`config.mk`:
```
export PLATFORM = sky130hd
export DESIGN_NAME = axi_stream_downsizer
export DESIGN_NICKNAME = d
export VERILOG_FILES = /design/src/rtl/axi_stream_downsizer_pkg.sv /design/src/rtl/axi_stream_downsizer_keep_scan.sv /design/src/rtl/axi_stream_downsizer.sv
export SDC_FILE = /design/constraint.sdc
export NUM_CORES = 1
export LEC_CHECK = 0
export BUFFER_PORTS_ARGS = -buffer_cell sky130_fd_sc_hd__buf_2
export CORE_MARGIN = 10
export CORE_UTILIZATION = 36
export CTS_BUF_LIST = sky130_fd_sc_hd__clkbuf_2 sky130_fd_sc_hd__clkbuf_4 sky130_fd_sc_hd__clkbuf_8
export DETAILED_ROUTE_END_ITERATION = 12
export HOLD_SLACK_MARGIN = 0.08
export PLACE_DENSITY = 0.72
export SYNTH_ARGS = -nofsm -noshare
export SYNTH_HDL_FRONTEND = slang
export SYNTH_HIERARCHICAL = 1
export SYNTH_SLANG_ARGS = --single-unit
```
`constraint.sdc`:
```
create_clock -name sysClk -period 4.9 [get_ports sysClk]
set_input_delay 0 -clock sysClk [delete_from_list [all_inputs] [get_ports sysClk]]
set_output_delay 0 -clock sysClk [all_outputs]
set_load 0.01 [all_outputs]
```
`src/rtl/axi_stream_downsizer_pkg.sv`:
```
// ---------------------------------------------------------------------------
// axi_stream_downsizer_pkg
//
// Shared definitions for the AXI-Stream width converters (downsizer today,
// upsizer successor later).
//
// Contents:
//   dsState_e    : two-state drain FSM encoding (EMPTY / DRAIN)
//   clog2()      : constant-foldable ceil(log2()) used for index widths
//   laneKeepW()  : number of tkeep bits that cover one narrow lane
// ---------------------------------------------------------------------------
package axi_stream_downsizer_pkg;

    typedef enum logic {
        EMPTY = 1'b0,
        DRAIN = 1'b1
    } dsState_e;

    // ceil(log2(value)); returns at least 1 so an index bus is never zero-width.
    function automatic int clog2(input int value);
        int result;
        result = 0;
        for (int v = value - 1; v > 0; v = v >> 1) begin
            result++;
        end
        if (result < 1) begin
            result = 1;
        end
        return result;
    endfunction

    // tkeep bits per lane of the given data width (one bit per byte).
    function automatic int laneKeepW(input int dataWidth);
        return dataWidth / 8;
    endfunction

endpackage

```
`src/rtl/axi_stream_downsizer_keep_scan.sv`:
```
// ---------------------------------------------------------------------------
// axi_keep_scan
//
// Purely combinational analysis of a wide tkeep vector split into lanes.
//
// Ports:
//   keep         in   LANES*LANE_KEEP_W  wide byte enables
//   highLane     out  IDX_W              index of highest populated lane
//   anyPopulated out  1                  at least one keep bit is set
//   sparse       out  1                  an empty lane lies below highLane
//
// A lane is "populated" when any of its keep bits is set. With no populated
// lane at all, highLane reads 0 and sparse reads 0.
// ---------------------------------------------------------------------------
module axi_keep_scan
    import axi_stream_downsizer_pkg::*;
#(
    parameter int LANES       = 2,
    parameter int LANE_KEEP_W = 4,
    localparam int IDX_W      = clog2(LANES)
) (
    input  logic [LANES*LANE_KEEP_W-1:0] keep,
    output logic [IDX_W-1:0]             highLane,
    output logic                         anyPopulated,
    output logic                         sparse
);

    logic [LANES-1:0] populated;

    always_comb begin
        populated = '0;
        for (int i = 0; i < LANES; i++) begin
            populated[i] = |keep[i*LANE_KEEP_W +: LANE_KEEP_W];
        end
    end

    assign anyPopulated = |populated;

    // Ascending scan: the last populated lane seen wins.
    always_comb begin
        highLane = '0;
        for (int i = 0; i < LANES; i++) begin
            if (populated[i]) begin
                highLane = IDX_W'(i);
            end
        end
    end

    // A hole is only an error when a populated lane sits above it.
    always_comb begin
        sparse = 1'b0;
        for (int i = 0; i < LANES; i++) begin
            if (!populated[i] && (IDX_W'(i) < highLane)) begin
                sparse = 1'b1;
            end
        end
    end

endmodule

```
`src/rtl/axi_stream_downsizer.sv`:
```
// ---------------------------------------------------------------------------
// axi_stream_downsizer
//
// Single-clock AXI-Stream width down-converter. Each accepted wide beat is
// held in one register stage and emitted as narrow lanes 0..h (LSB lane
// first), where h is the highest lane with any keep bit set.
//
// Ports:
//   sysClk            in   1               sole clock, rising edge
//   reset             in   1               asynchronous, active-high
//   sAxiStreamTdata   in   S_DATA_WIDTH    wide data
//   sAxiStreamTkeep   in   S_DATA_WIDTH/8  wide byte enables
//   sAxiStreamTuser   in   USER_WIDTH      per-beat sideband
//   sAxiStreamTlast   in   1               end of packet
//   sAxiStreamTvalid  in   1               wide beat valid
//   sAxiStreamTready  out  1               wide beat accepted
//   mAxiStreamTdata   out  M_DATA_WIDTH    narrow data
//   mAxiStreamTkeep   out  M_DATA_WIDTH/8  narrow byte enables
//   mAxiStreamTuser   out  USER_WIDTH      sideband of the current wide beat
//   mAxiStreamTlast   out  1               end of packet (lane h only)
//   mAxiStreamTvalid  out  1               narrow beat valid
//   mAxiStreamTready  in   1               downstream ready
//   keepErr           out  1               pulse: sparse keep on accepted beat
//   nullDrop          out  1               pulse: all-zero-keep beat dropped
//
// All m* outputs are driven only from the holding registers, so there is no
// combinational s* -> m* path. sAxiStreamTready looks at mAxiStreamTready so
// the last lane's handshake can reload the next beat in the same cycle.
// ---------------------------------------------------------------------------
module axi_stream_downsizer
    import axi_stream_downsizer_pkg::*;
#(
    parameter int M_DATA_WIDTH = 32,
    parameter int RATIO        = 2,
    parameter int USER_WIDTH   = 8
) (
    input  logic                                 sysClk,
    input  logic                                 reset,

    input  logic [M_DATA_WIDTH*RATIO-1:0]        sAxiStreamTdata,
    input  logic [laneKeepW(M_DATA_WIDTH)*RATIO-1:0] sAxiStreamTkeep,
    input  logic [USER_WIDTH-1:0]                sAxiStreamTuser,
    input  logic                                 sAxiStreamTlast,
    input  logic                                 sAxiStreamTvalid,
    output logic                                 sAxiStreamTready,

    output logic [M_DATA_WIDTH-1:0]              mAxiStreamTdata,
    output logic [laneKeepW(M_DATA_WIDTH)-1:0]   mAxiStreamTkeep,
    output logic [USER_WIDTH-1:0]                mAxiStreamTuser,
    output logic                                 mAxiStreamTlast,
    output logic                                 mAxiStreamTvalid,
    input  logic                                 mAxiStreamTready,

    output logic                                 keepErr,
    output logic                                 nullDrop
);

    localparam int S_DATA_WIDTH = M_DATA_WIDTH * RATIO;
    localparam int M_KEEP_W     = laneKeepW(M_DATA_WIDTH);
    localparam int S_KEEP_W     = M_KEEP_W * RATIO;
    localparam int IDX_W        = clog2(RATIO);

    dsState_e                state;
    logic [IDX_W-1:0]        laneIdx;
    logic [IDX_W-1:0]        hLane_p1;
    logic [S_DATA_WIDTH-1:0] holdData_p1;
    logic [S_KEEP_W-1:0]     holdKeep_p1;
    logic [USER_WIDTH-1:0]   holdUser_p1;
    logic                    holdLast_p1;

    logic [IDX_W-1:0]        scanHigh;
    logic                    scanAny;
    logic                    scanSparse;

    logic                    atLastLane;
    logic                    sAccept;
    logic                    mHandshake;

    axi_keep_scan #(
        .LANES       (RATIO),
        .LANE_KEEP_W (M_KEEP_W)
    ) keepScan (
        .keep         (sAxiStreamTkeep),
        .highLane     (scanHigh),
        .anyPopulated (scanAny),
        .sparse       (scanSparse)
    );

    assign atLastLane = (laneIdx == hLane_p1);

    // Ready when empty, or when the final lane is leaving this very cycle.
    // Held low throughout reset so nothing is accepted while it is asserted.
    assign sAxiStreamTready = !reset &&
                              ((state == EMPTY) ||
                               (atLastLane && mAxiStreamTready));

    assign sAccept    = sAxiStreamTvalid && sAxiStreamTready;
    assign mHandshake = mAxiStreamTvalid && mAxiStreamTready;

    // ---- stage p0 -> p1: capture the wide beat and walk its lanes ----
    always_ff @(posedge sysClk or posedge reset) begin
        if (reset) begin
            state       <= EMPTY;
            laneIdx     <= '0;
            hLane_p1    <= '0;
            holdData_p1 <= '0;
            holdKeep_p1 <= '0;
            holdUser_p1 <= '0;
            holdLast_p1 <= 1'b0;
            keepErr     <= 1'b0;
            nullDrop    <= 1'b0;
        end else begin
            keepErr  <= 1'b0;
            nullDrop <= 1'b0;
            case (state)
                EMPTY: begin
                    if (sAccept) begin
                        if (scanAny) begin
                            holdData_p1 <= sAxiStreamTdata;
                            holdKeep_p1 <= sAxiStreamTkeep;
                            holdUser_p1 <= sAxiStreamTuser;
                            holdLast_p1 <= sAxiStreamTlast;
                            hLane_p1    <= scanHigh;
                            laneIdx     <= '0;
                            keepErr     <= scanSparse;
                            state       <= DRAIN;
                        end else begin
                            // Null beat: swallowed, including any tlast it carried.
                            nullDrop <= 1'b1;
                        end
                    end
                end
                DRAIN: begin
                    if (!atLastLane) begin
                        if (mHandshake) begin
                            laneIdx <= laneIdx + IDX_W'(1);
                        end
                    end else if (sAccept) begin
                        // sAccept here implies the last lane handshakes too.
                        if (scanAny) begin
                            holdData_p1 <= sAxiStreamTdata;
                            holdKeep_p1 <= sAxiStreamTkeep;
                            holdUser_p1 <= sAxiStreamTuser;
                            holdLast_p1 <= sAxiStreamTlast;
                            hLane_p1    <= scanHigh;
                            laneIdx     <= '0;
                            keepErr     <= scanSparse;
                        end else begin
                            nullDrop <= 1'b1;
                            state    <= EMPTY;
                        end
                    end else if (mHandshake) begin
                        state <= EMPTY;
                    end
                end
                default: begin
                    state <= EMPTY;
                end
            endcase
        end
    end

    // ---- stage p1 -> output: lane select from the holding register ----
    always_comb begin
        mAxiStreamTdata = '0;
        mAxiStreamTkeep = '0;
        for (int i = 0; i < RATIO; i++) begin
            if (laneIdx == IDX_W'(i)) begin
                mAxiStreamTdata = holdData_p1[i*M_DATA_WIDTH +: M_DATA_WIDTH];
                mAxiStreamTkeep = holdKeep_p1[i*M_KEEP_W +: M_KEEP_W];
            end
        end
    end

    assign mAxiStreamTvalid = (state == DRAIN);
    assign mAxiStreamTuser  = holdUser_p1;
    assign mAxiStreamTlast  = holdLast_p1 && atLastLane;

endmodule
```
==> results of run 1 <==
-- report_power, final --
group | internal (mW) | switching, mW | total (mW) | leakage (nW)
Combinational | 0.711 | 0.542 | 1.25 | 1.45
Clock | 0.255 | 0.248 | 0.503 | 0.0990
Sequential | 1.06 | 0.229 | 1.29 | 1.01
-- area by class of cell --
| type | instances | area (um2) |
|---|---|---|
| Clock buffer | 11 | 145 |
| Sequential cell | 86 | 2150 |
| Inverter | 3 | 12.5 |
| Fill cell | 835 | 4680 |
| Multi-Input combinational cell | 136 | 1480 |
| Tap cell | 136 | 170 |
| Clock inverter | 5 | 58.8 |
| Timing Repair Buffer | 221 | 1540 |
-- through the flow --
stage / power [mW] / hold WS (ns)
after floorplan: 2.07 / 0.0475
after global placement: 2.47 / 0.142
after detailed placement: 2.53 / 0.167
after CTS: 3.09 / 0.323
after global routing: 3.27 / 0.369
final: 3.05 / 0.305
-- metal layers --
metal,GRT usage,up-vias,wire length [um]
met5,0,-,0
met4,0.0440,0,140
met3,0.0463,17,692
met2,0.219,90,4770
met1,0.146,1335,3780
li1,-,1283,-
-- timing repair --
item / 4_1_cts / 5_1_grt
hold buffers: 85 / 0
endpoints found under the hold margin: 123 / 0
endpoints found under the setup margin: 0 / 0
-- flip-flops by register name (all words and copies together), names as in the netlist --
register          cells
hLane_p1              1
holdData_p1          64
holdKeep_p1           8
holdLast_p1           1
keepErr               1
laneIdx               1
mAxiStreamTuser       8
mAxiStreamTvalid      1
nullDrop              1
-- tightest hold or removal path, stage by stage --
cell and delay [ns]:
dlygate4sd3_1 0.53, buf_2 0.15, clkinv_2 0.45
-- kinds of logic (layout without fill, tap and decap cells) --
kind of cell,after synthesis,in the layout
AO/OA/AOI/OAI,4,4
buffers and inverters,16,240
XOR/XNOR,1,1
flip-flops,86,86
multiplexers,119,119
AND/OR/NAND/NOR,12,12
-- worst max path at each step --
stage	slack, ns	from	cells past startpoint	to
global route	2.14	laneIdx	4	holdData_p1[34]
finish	2.31	laneIdx	4	holdData_p1[34]
CTS	2.26	laneIdx	4	holdKeep_p1[6]
detailed placement	2.28	laneIdx	4	holdData_p1[30]
floorplan	2.68	reset	1	hLane_p1
global placement	2.38	laneIdx	4	mAxiStreamTuser[4]
-- cell usage in the layout, fill, tap and decap left out, drive strengths merged, types with 2 or more instances in the layout --
cell	n
clkbuf	11
nor2b	2
clkinvlp	2
inv	2
nor4	2
dfrtp	86
mux2	119
nand2	2
dlygate4sd3	85
clkinv	3
buf	136
==> run_results.csv, run 1 <==
group,metric,value,unit
routing,viasPerCell,4.56,
routing,wl_per_cell,15.7,um
cts,h-tree-depth,3,
cts,clkTransAtPathRegs,0.09,ns
synthesis,syn_avg_cell_area,15.7,um2
sta,fin_ws,2.31,ns
routing,postRouteAntennaNets,0,
cts,ctsResizeCount,0,
synthesis,yosys.area.top_type,"dfrtp_1",
synthesis,yosysSeqAreaShare,0.576,
place,dp_slack,2.28,ns
cells_and_area,nets,542,
worst_setup_path,crit_path_top_delay_cell,"dfrtp_2",
synthesis,yosysUniqueCellTypes,22,
routing,drt-pass1-iter-count,4,
synthesis,synth_edf_count,0,
global_route,overflow,0,
synthesis,yosys_warnings,6,
cts,post-cts-setup-buffers,0,
worst_setup_path,startpoint_type,"flip-flop",
outcome,status,"complete, no violations",
synthesis,async_flop_share,1.00,
synthesis,yosys.area_share.xor_xnor,0.00235,
routing,drc_errors,0,
routing,wl,9380,um
worst_setup_path,crit_chain,"xnor2_1 -> a31oi_4 -> buf_4 -> mux2_1",
sta,setup_violations,0,
cts,root_buffer,"clkbuf_8",
worst_setup_path,reg2reg_to,"holdData_p1[34]",
worst_setup_path,cp.required,5.13,ns
synthesis,yosys.area.top_type_share,0.576,
sta,final.setup.tns,0,ns
place,placed_cell_area,4500,um2
sta,min_period,2.59,ns
sta,relSlewSlack,0.357,
synthesis,synthAdderAreaFrac,0,
global_route,grt_usage,0.129,
cells_and_area,syn_to_final_growth,48.8,%
cells_and_area,fin_util,0.543,
cells_and_area,final_area,5550,um2
worst_setup_path,slowest_delay,1.00,ns
global_route,grt_pass1_wl,15500,um
global_route,grt_max_degree,49,
synthesis,synth_cells,238,
worst_setup_path,critPathBufInv,1,
worst_setup_path,path_class,"flip-flop to flip-flop",
job,cap_violations,0,
power,power.density,549,nW/um2
place,port_buffers,133,
power,p_leak,2.56,nW
die,row_count,37,
cells_and_area,finalNonFillerCells,598,
synthesis,synth_nets,323,
place,placed_cells,497,
global_route,antenna_found_initial,0,
synthesis,netlist_area,3730,um2
sta,fin_skew,0.00891,ns
cells_and_area,antenna_cells,0,
place,gp_congestion,0.719,
sta,rsz0062_at_grt,"no",
synthesis,yosys_register_bits,86,
cells_and_area,drive_above_1_share,0.422,
cts,cts_buffer_depth,2,
worst_setup_path,worstPathMaxFanout,42,
synthesis,synthMuxAreaShare,0.359,
place,dp_hpwl,6240,um
die,coreArea,10200,um2
sta,fmax,0.386,GHz
sta,fin_crit_sh,0.529,
sta,worst_slew_pin_slew,0.965,ns
worst_setup_path,cpLargestDelayFamily,"flip-flops",
worst_setup_path,r2r_slack,2.31,ns
cts,clock-sinks,86,
hold_path,hp-class,"primary input to async pin",
synthesis,yosys.area_share.simple,0.0238,
sta,slew_violations,0,
synthesis,synth_top_family_by_area,"multiplexers",
synthesis,synth_compound_area_frac,0.00603,
cts,cts_buffers,9,
sta,hold_viol_final,0,
cts,cts_tree,"yes",
routing,drt_iter0_drc,67,
synthesis,synth_most_common_cell,"dfrtp_1",
die,start_util,0.365,
worst_setup_path,reg2reg_depth,4,
die,die_width,122,um
worst_setup_path,rr_startpoint,"laneIdx",
die,dieArea,14800,um2
worst_setup_path,cp.arrival,2.82,ns
cts,clk_latency,0.35,ns
routing,vias,2725,
global_route,grt_pass1_vias,3182,
worst_setup_path,cp-end-kind,"flip-flop",
power,vdd_ir_drop_max,278,uV
synthesis,synthFlopType,"dfrtp_1",
synthesis,synth.top_cells.by_area,"dfrtp_1 58%, mux2_1 25%, mux2_2 11%",
synthesis,ys_top_cells_by_count,"86 x dfrtp_1, 82 x mux2_1, 37 x mux2_2",
die,ios,134,
die,die_h,122,um
Power figures use the tool's default switching activity.
==> run 2: changes to the inputs <==
==> constraint.sdc (replaced) <==
create_clock -name sysClk -period 2.7 [get_ports sysClk]
set_input_delay 0 -clock sysClk [delete_from_list [all_inputs] [get_ports sysClk]]
set_output_delay 0 -clock sysClk [all_outputs]
set_load 0.01 [all_outputs]
==> run 2 against run 1 <==
- non-clock buffer count is 2 higher
- register-to-register slack worse by 1.5 ns
- cell area grew 0.56%
- global-route usage increased by 0.41 points
- critical path type is now primary input to flip-flop
- critical endpoint is now holdData_p1[8]
==> run_results.csv, run 2 (synthesis results as in run 1) <==
group,metric,value,unit
sta,fin_crit_sh,0.836,
die,coreArea,10200,um2
worst_setup_path,cp.arrival,2.49,ns
place,placed_cell_area,4520,um2
cells_and_area,fin_util,0.546,
sta,fin_skew,0.0113,ns
sta,relSlewSlack,0.374,
power,p_leak,2.59,nW
sta,hold_viol_final,0,
sta,rsz0062_at_grt,"no",
cells_and_area,final_cell_mix,"133 x buf_2, 85 x dfrtp_1, 84 x dlygate4sd3_1, 82 x mux2_1, 37 x mux2_2",
routing,viasPerCell,4.55,
job,cap_violations,0,
sta,min_period,2.26,ns
cts,clk_latency,0.35,ns
power,power,5.64,mW
die,start_util,0.365,
power,power.density,1010,nW/um2
place,dp_slack,0.603,ns
cells_and_area,drive_above_1_share,0.427,
cells_and_area,finalNonFillerCells,600,
routing,vias,2729,
die,row_count,37,
worst_setup_path,startpoint_type,"primary input",
sta,fin_ws,0.442,ns
global_route,grt_usage,0.133,
cells_and_area,layout_commonest_cell,"buf_2",
sta,fmax,0.443,GHz
sta,hold_ws,0.134,ns
global_route,overflow,0,
cts,root_buffer,"clkbuf_8",
power,vdd_ir_drop_max,514,uV
worst_setup_path,cp.required,2.93,ns
global_route,grt_pass1_vias,3136,
routing,drt-pass1-iter-count,4,
worst_setup_path,crit_chain,"dlygate4sd3_1 -> buf_2 -> nor4_2 -> nand2_1 -> and3b_1 -> a31oi_4 -> buf_4 -> mux2_1",
cts,clock-sinks,86,
global_route,grt_max_degree,55,
global_route,antenna_found_initial,0,
worst_setup_path,path_class,"primary input to flip-flop",
global_route,grt_pass1_wl,15800,um
routing,drc_errors,0,
hold_path,hp-class,"primary input to flip-flop",
die,die_h,122,um
cells_and_area,final_area,5590,um2
cts,cts_tree,"yes",
worst_setup_path,slowest_delay,0.54,ns
sta,slew_violations,0,
routing,wl_per_cell,16.2,um
die,die_width,122,um
sta,worst_slew_pin_slew,0.938,ns
routing,postRouteAntennaNets,0,
die,ios,134,
worst_setup_path,crit_path_top_delay_cell,"dlygate4sd3_1",
routing,drt_iter0_drc,68,
cts,cts_buffers,9,
place,port_buffers,133,
cts,ctsResizeCount,0,
cells_and_area,syn_to_final_growth,49.6,%
worst_setup_path,worstPathMaxFanout,37,
cells_and_area,largest-register,"holdData_p1",
place,placed_cells,500,
sta,setup_violations,0,
cts,clkTransAtPathRegs,0.09,ns
worst_setup_path,r2r_slack,0.81,ns
sta,final.setup.tns,0,ns
place,gp_congestion,0.724,
routing,wl,9700,um
outcome,status,"complete, no violations",
worst_setup_path,cp-end-kind,"flip-flop",
cells_and_area,nets,544,
place,dp_hpwl,6530,um
cts,h-tree-depth,3,
cts,cts_buffer_depth,2,
cells_and_area,antenna_cells,0,
cells_and_area,largest_register_ffs,64,
die,dieArea,14800,um2
[run 2: cell count changes in the layout (fill, tap and decap cells not counted), sizes merged]
cell / delta
clkbuf: +1
buf: +3
bufinv: +1
dlygate4sd3: -1
clkinvlp: -2
[run 2: cell type report]
type / count / area (um2)
fill: 821 / 4650
sequential: 86 / 2150
timing repair buffer: 223 / 1550
multi-input combinational: 136 / 1480
tap: 136 / 170
clock buffer: 12 / 153
clock inverter: 4 / 70.1
inverter: 3 / 12.5
[run 2: routing by layer]
layer / global-route usage / wire length [um] / up-vias
li1: - / - / 1291
met1: 0.151 / 4050 / 1335
met2: 0.228 / 4900 / 88
met3: 0.0389 / 610 / 15
met4: 0.0537 / 144 / 0
met5: 0 / 0 / -
[run 2: worst max-delay path: cells and delay by family]
family / cells / cell delay (ns)
AOI/OAI and AO/OA: 1 / 0.19
buffers and inverters: 3 / 1.11
muxes: 1 / 0.38
and+or+nand+nor: 3 / 0.77
[run 2: what timing repair did]
item,in CTS,in global routing
hold buffers,84,0
hold endpoints to repair,137,0
setup buffers,0,0
[run 2: worst paths after layout]
check | endpoint | cells after the start | startpoint
setup / recovery | holdData_p1[8] | 8 | sAxiStreamTkeep[5]
min in group asynchronous | mAxiStreamTvalid | 3 | reset
max in group asynchronous | holdData_p1[40] | 4 | reset
hold / removal | laneIdx | 3 | sAxiStreamTvalid
hold reg to reg | holdData_p1[27] | 1 | holdData_p1[27]
setup reg to reg | nullDrop | 4 | hLane_p1
[run 2: power breakdown]
| group | total, mW | switching (mW) | internal, mW |
|---|---|---|---|
| combinational | 2.41 | 1.11 | 1.30 |
| clock | 1.00 | 0.435 | 0.565 |
| sequential | 2.23 | 0.299 | 1.93 |
==> run 3: changes to the inputs <==
--- a/config.mk
+++ b/config.mk
@@ -11,7 +11,7 @@
 export CTS_BUF_LIST = sky130_fd_sc_hd__clkbuf_2 sky130_fd_sc_hd__clkbuf_4 sky130_fd_sc_hd__clkbuf_8
 export DETAILED_ROUTE_END_ITERATION = 12
 export HOLD_SLACK_MARGIN = 0.08
-export PLACE_DENSITY = 0.72
+export PLACE_DENSITY = 0.74
 export SYNTH_ARGS = -nofsm -noshare
 export SYNTH_HDL_FRONTEND = slang
 export SYNTH_HIERARCHICAL = 1
==> constraint.sdc (replaced) <==
create_clock -name sysClk -period 2 [get_ports sysClk]
set_input_delay 0 -clock sysClk [delete_from_list [all_inputs] [get_ports sysClk]]
set_output_delay 0 -clock sysClk [all_outputs]
set_load 0.01 [all_outputs]
==> run 3 against run 2 <==
- core utilization up 2.2 points
- clock-buffer cell count decreased by 1
- sequential share of layout area shrank 1.5 points
- worst setup slack lost 0.43 ns
- clock skew shrank 0.0041 ns
- routed wire length up 3.9%
- flip-flop and latch count is the same
- via count grew 0.73%
- clock power rose by 32%
- highest routed layer unchanged
==> run_results.csv, run 3 (synthesis results as in run 1) <==
group,metric,value,unit
worst_setup_path,crit_chain,"dlygate4sd3_1 -> buf_2 -> nor4_2 -> nand2_2 -> and3b_2 -> a31oi_4 -> buf_12 -> buf_6 -> mux2_1",
worst_setup_path,cpLargestDelayFamily,"buffers and inverters",
cts,h-tree-depth,3,
cells_and_area,layout_commonest_cell,"buf_2",
die,dieArea,14800,um2
worst_setup_path,r2r_slack,0.18,ns
cts,root_buffer,"clkbuf_8",
place,dp_hpwl,6530,um
routing,postRouteAntennaNets,0,
worst_setup_path,cp.arrival,2.22,ns
power,p_int,5.27,mW
sta,slew_violations,0,
global_route,grt_max_degree,48,
place,gp_congestion,0.707,
worst_setup_path,path_class,"primary input to flip-flop",
power,power.density,1350,nW/um2
cts,cts_tree,"yes",
global_route,grt_pass1_wl,16200,um
sta,fin_skew,0.00715,ns
power,p_sw,2.57,mW
worst_setup_path,slowest_delay,0.55,ns
die,coreArea,10200,um2
power,comb_power_share,0.446,
cts,clkTransAtPathRegs,0.08,ns
routing,drt_iter0_drc,75,
place,placed_cells,502,
routing,wl_per_cell,16.5,um
die,ios,134,
cells_and_area,drive_above_1_share,0.440,
cells_and_area,final.fill_count,830,
routing,wl,10100,um
worst_setup_path,critPathBufInv,4,
power,clock_power_share,0.169,
worst_setup_path,reg2reg_depth,5,
job,cap_violations,0,
die,die_h,122,um
sta,rsz0062_at_grt,"yes",
power,switching_share,0.328,
worst_setup_path,crit_path_top_delay_cell,"dlygate4sd3_1",
sta,fin_crit_sh,0.997,
power,vdd_ir_drop_max,679,uV
cts,clk_latency,0.35,ns
worst_setup_path,reg2reg_to,"nullDrop",
worst_setup_path,endpoint,"holdData_p1[23]",
worst_setup_path,cp.required,2.23,ns
sta,min_period,1.99,ns
sta,setup_violations,0,
cts,cts_buffers,9,
cells_and_area,largest_register_ffs,64,
worst_setup_path,startpoint_type,"primary input",
worst_setup_path,cp-startpoint,"sAxiStreamTkeep[2]",
cts,clock-sinks,86,
die,start_util,0.365,
cells_and_area,antenna_cells,0,
sta,relSlewSlack,0.602,
worst_setup_path,cp-end-kind,"flip-flop",
power,seqPwrFrac,0.385,
routing,vias,2749,
routing,drc_errors,0,
power,p_leak,2.69,nW
worst_setup_path,rr_startpoint,"laneIdx",
routing,drt-pass1-iter-count,4,
cts,cts_buffer_depth,2,
worst_setup_path,cp_num_cells,9,
routing,viasPerCell,4.50,
cells_and_area,finalNonFillerCells,611,
global_route,grt_pass1_vias,3225,
die,die_width,122,um
die,row_count,37,
cells_and_area,syn_to_final_growth,55.7,%
sta,fmax,0.502,GHz
worst_setup_path,worstPathMaxFanout,9,
global_route,antenna_found_initial,0,
cells_and_area,largest-register,"holdData_p1",
global_route,grt_usage,0.136,
cells_and_area,final_cell_mix,"133 x buf_2, 87 x dlygate4sd3_1, 85 x dfrtp_1, 82 x mux2_1, 37 x mux2_2",
hold_path,worstHoldPathCells,5,
sta,hold_viol_final,0,
outcome,status,"complete, no violations",
cells_and_area,fin_util,0.568,
place,port_buffers,133,
sta,worst_slew_pin_slew,0.597,ns
hold_path,hp-class,"primary input to flip-flop",
cells_and_area,nets,555,
global_route,overflow,0,
## run 3: cell count changes in the layout (fill, tap and decap cells not counted), sizes merged
cell,change
buf,+5
clkbuf,+2
clkinv,-2
clkinvlp,+3
dlygate4sd3,+3
## run 3: routing by layer
layer  part of all wire  track usage
met1               0.39        0.151
met2               0.52        0.235
met3              0.067       0.0481
met4              0.015       0.0522
met5                  0            0
## run 3: worst min-delay path by stage
stage | from | end | slack [ns]
floorplan | reset | sAxiStreamTready | 0.05
global placement | reset | nullDrop | 0.21
detailed placement | reset | holdData_p1[28] | 0.22
CTS | sAxiStreamTkeep[4] | laneIdx | 0.28
global route | sAxiStreamTkeep[3] | mAxiStreamTvalid | 0.24
finish | sAxiStreamTkeep[3] | laneIdx | 0.23
## run 3: area by class of cell
type | count | area, um2 | share of cell area
sequential | 86 | 2150 | 0.371
timing repair buffer | 234 | 1760 | 0.302
multi-input combinational | 136 | 1500 | 0.257
tap | 136 | 170 | 0.0293
clock buffer | 11 | 139 | 0.0239
clock inverter | 5 | 83.8 | 0.0144
inverter | 3 | 15.0 | 0.00258
## run 3: stage by stage
stage / cell area [um2] / TNS, ns / worst slack (ns) / power (mW) / hold slack, ns
2_1_floorplan: 3740 / 0 / 0.389 / 5.08 / 0.0475
3_3_place_gp: 4580 / 0 / 0.174 / 6.15 / 0.210
3_5_place_dp: 4580 / 0 / 0.102 / 6.31 / 0.217
4_1_cts: 5670 / 0 / 0.0121 / 7.81 / 0.277
5_1_grt: 5810 / -2.16 / -0.0649 / 8.45 / 0.244
6_report: 5810 / 0 / 0.00678 / 7.84 / 0.235
## run 3: power by group through the flow
stage                     clock, mW  combinational, mW  sequential, mW
after floorplan                   0               2.11            2.97
final                          1.32               3.50            3.02
after CTS                      1.39               3.40            3.02
after detailed placement          0               3.26            3.05
after global placement            0               3.16            2.98
after global routing           1.48               3.83            3.14
## run 3: repair_timing
item | CTS | global route
setup buffers | 0 | 2
hold buffers | 87 | 0
gates resized for setup | 0 | 5
hold endpoints to repair | 171 | 0
endpoints found under the setup margin | 0 | 63
## run 3: worst reg2reg max path: stages, from the launching register on
cell,delay (ns)
dfrtp_2,0.43
xnor2_2,0.23
buf_4,0.17
a21oi_1,0.09
nor4b_1,0.25
dlygate4sd3_1,0.59
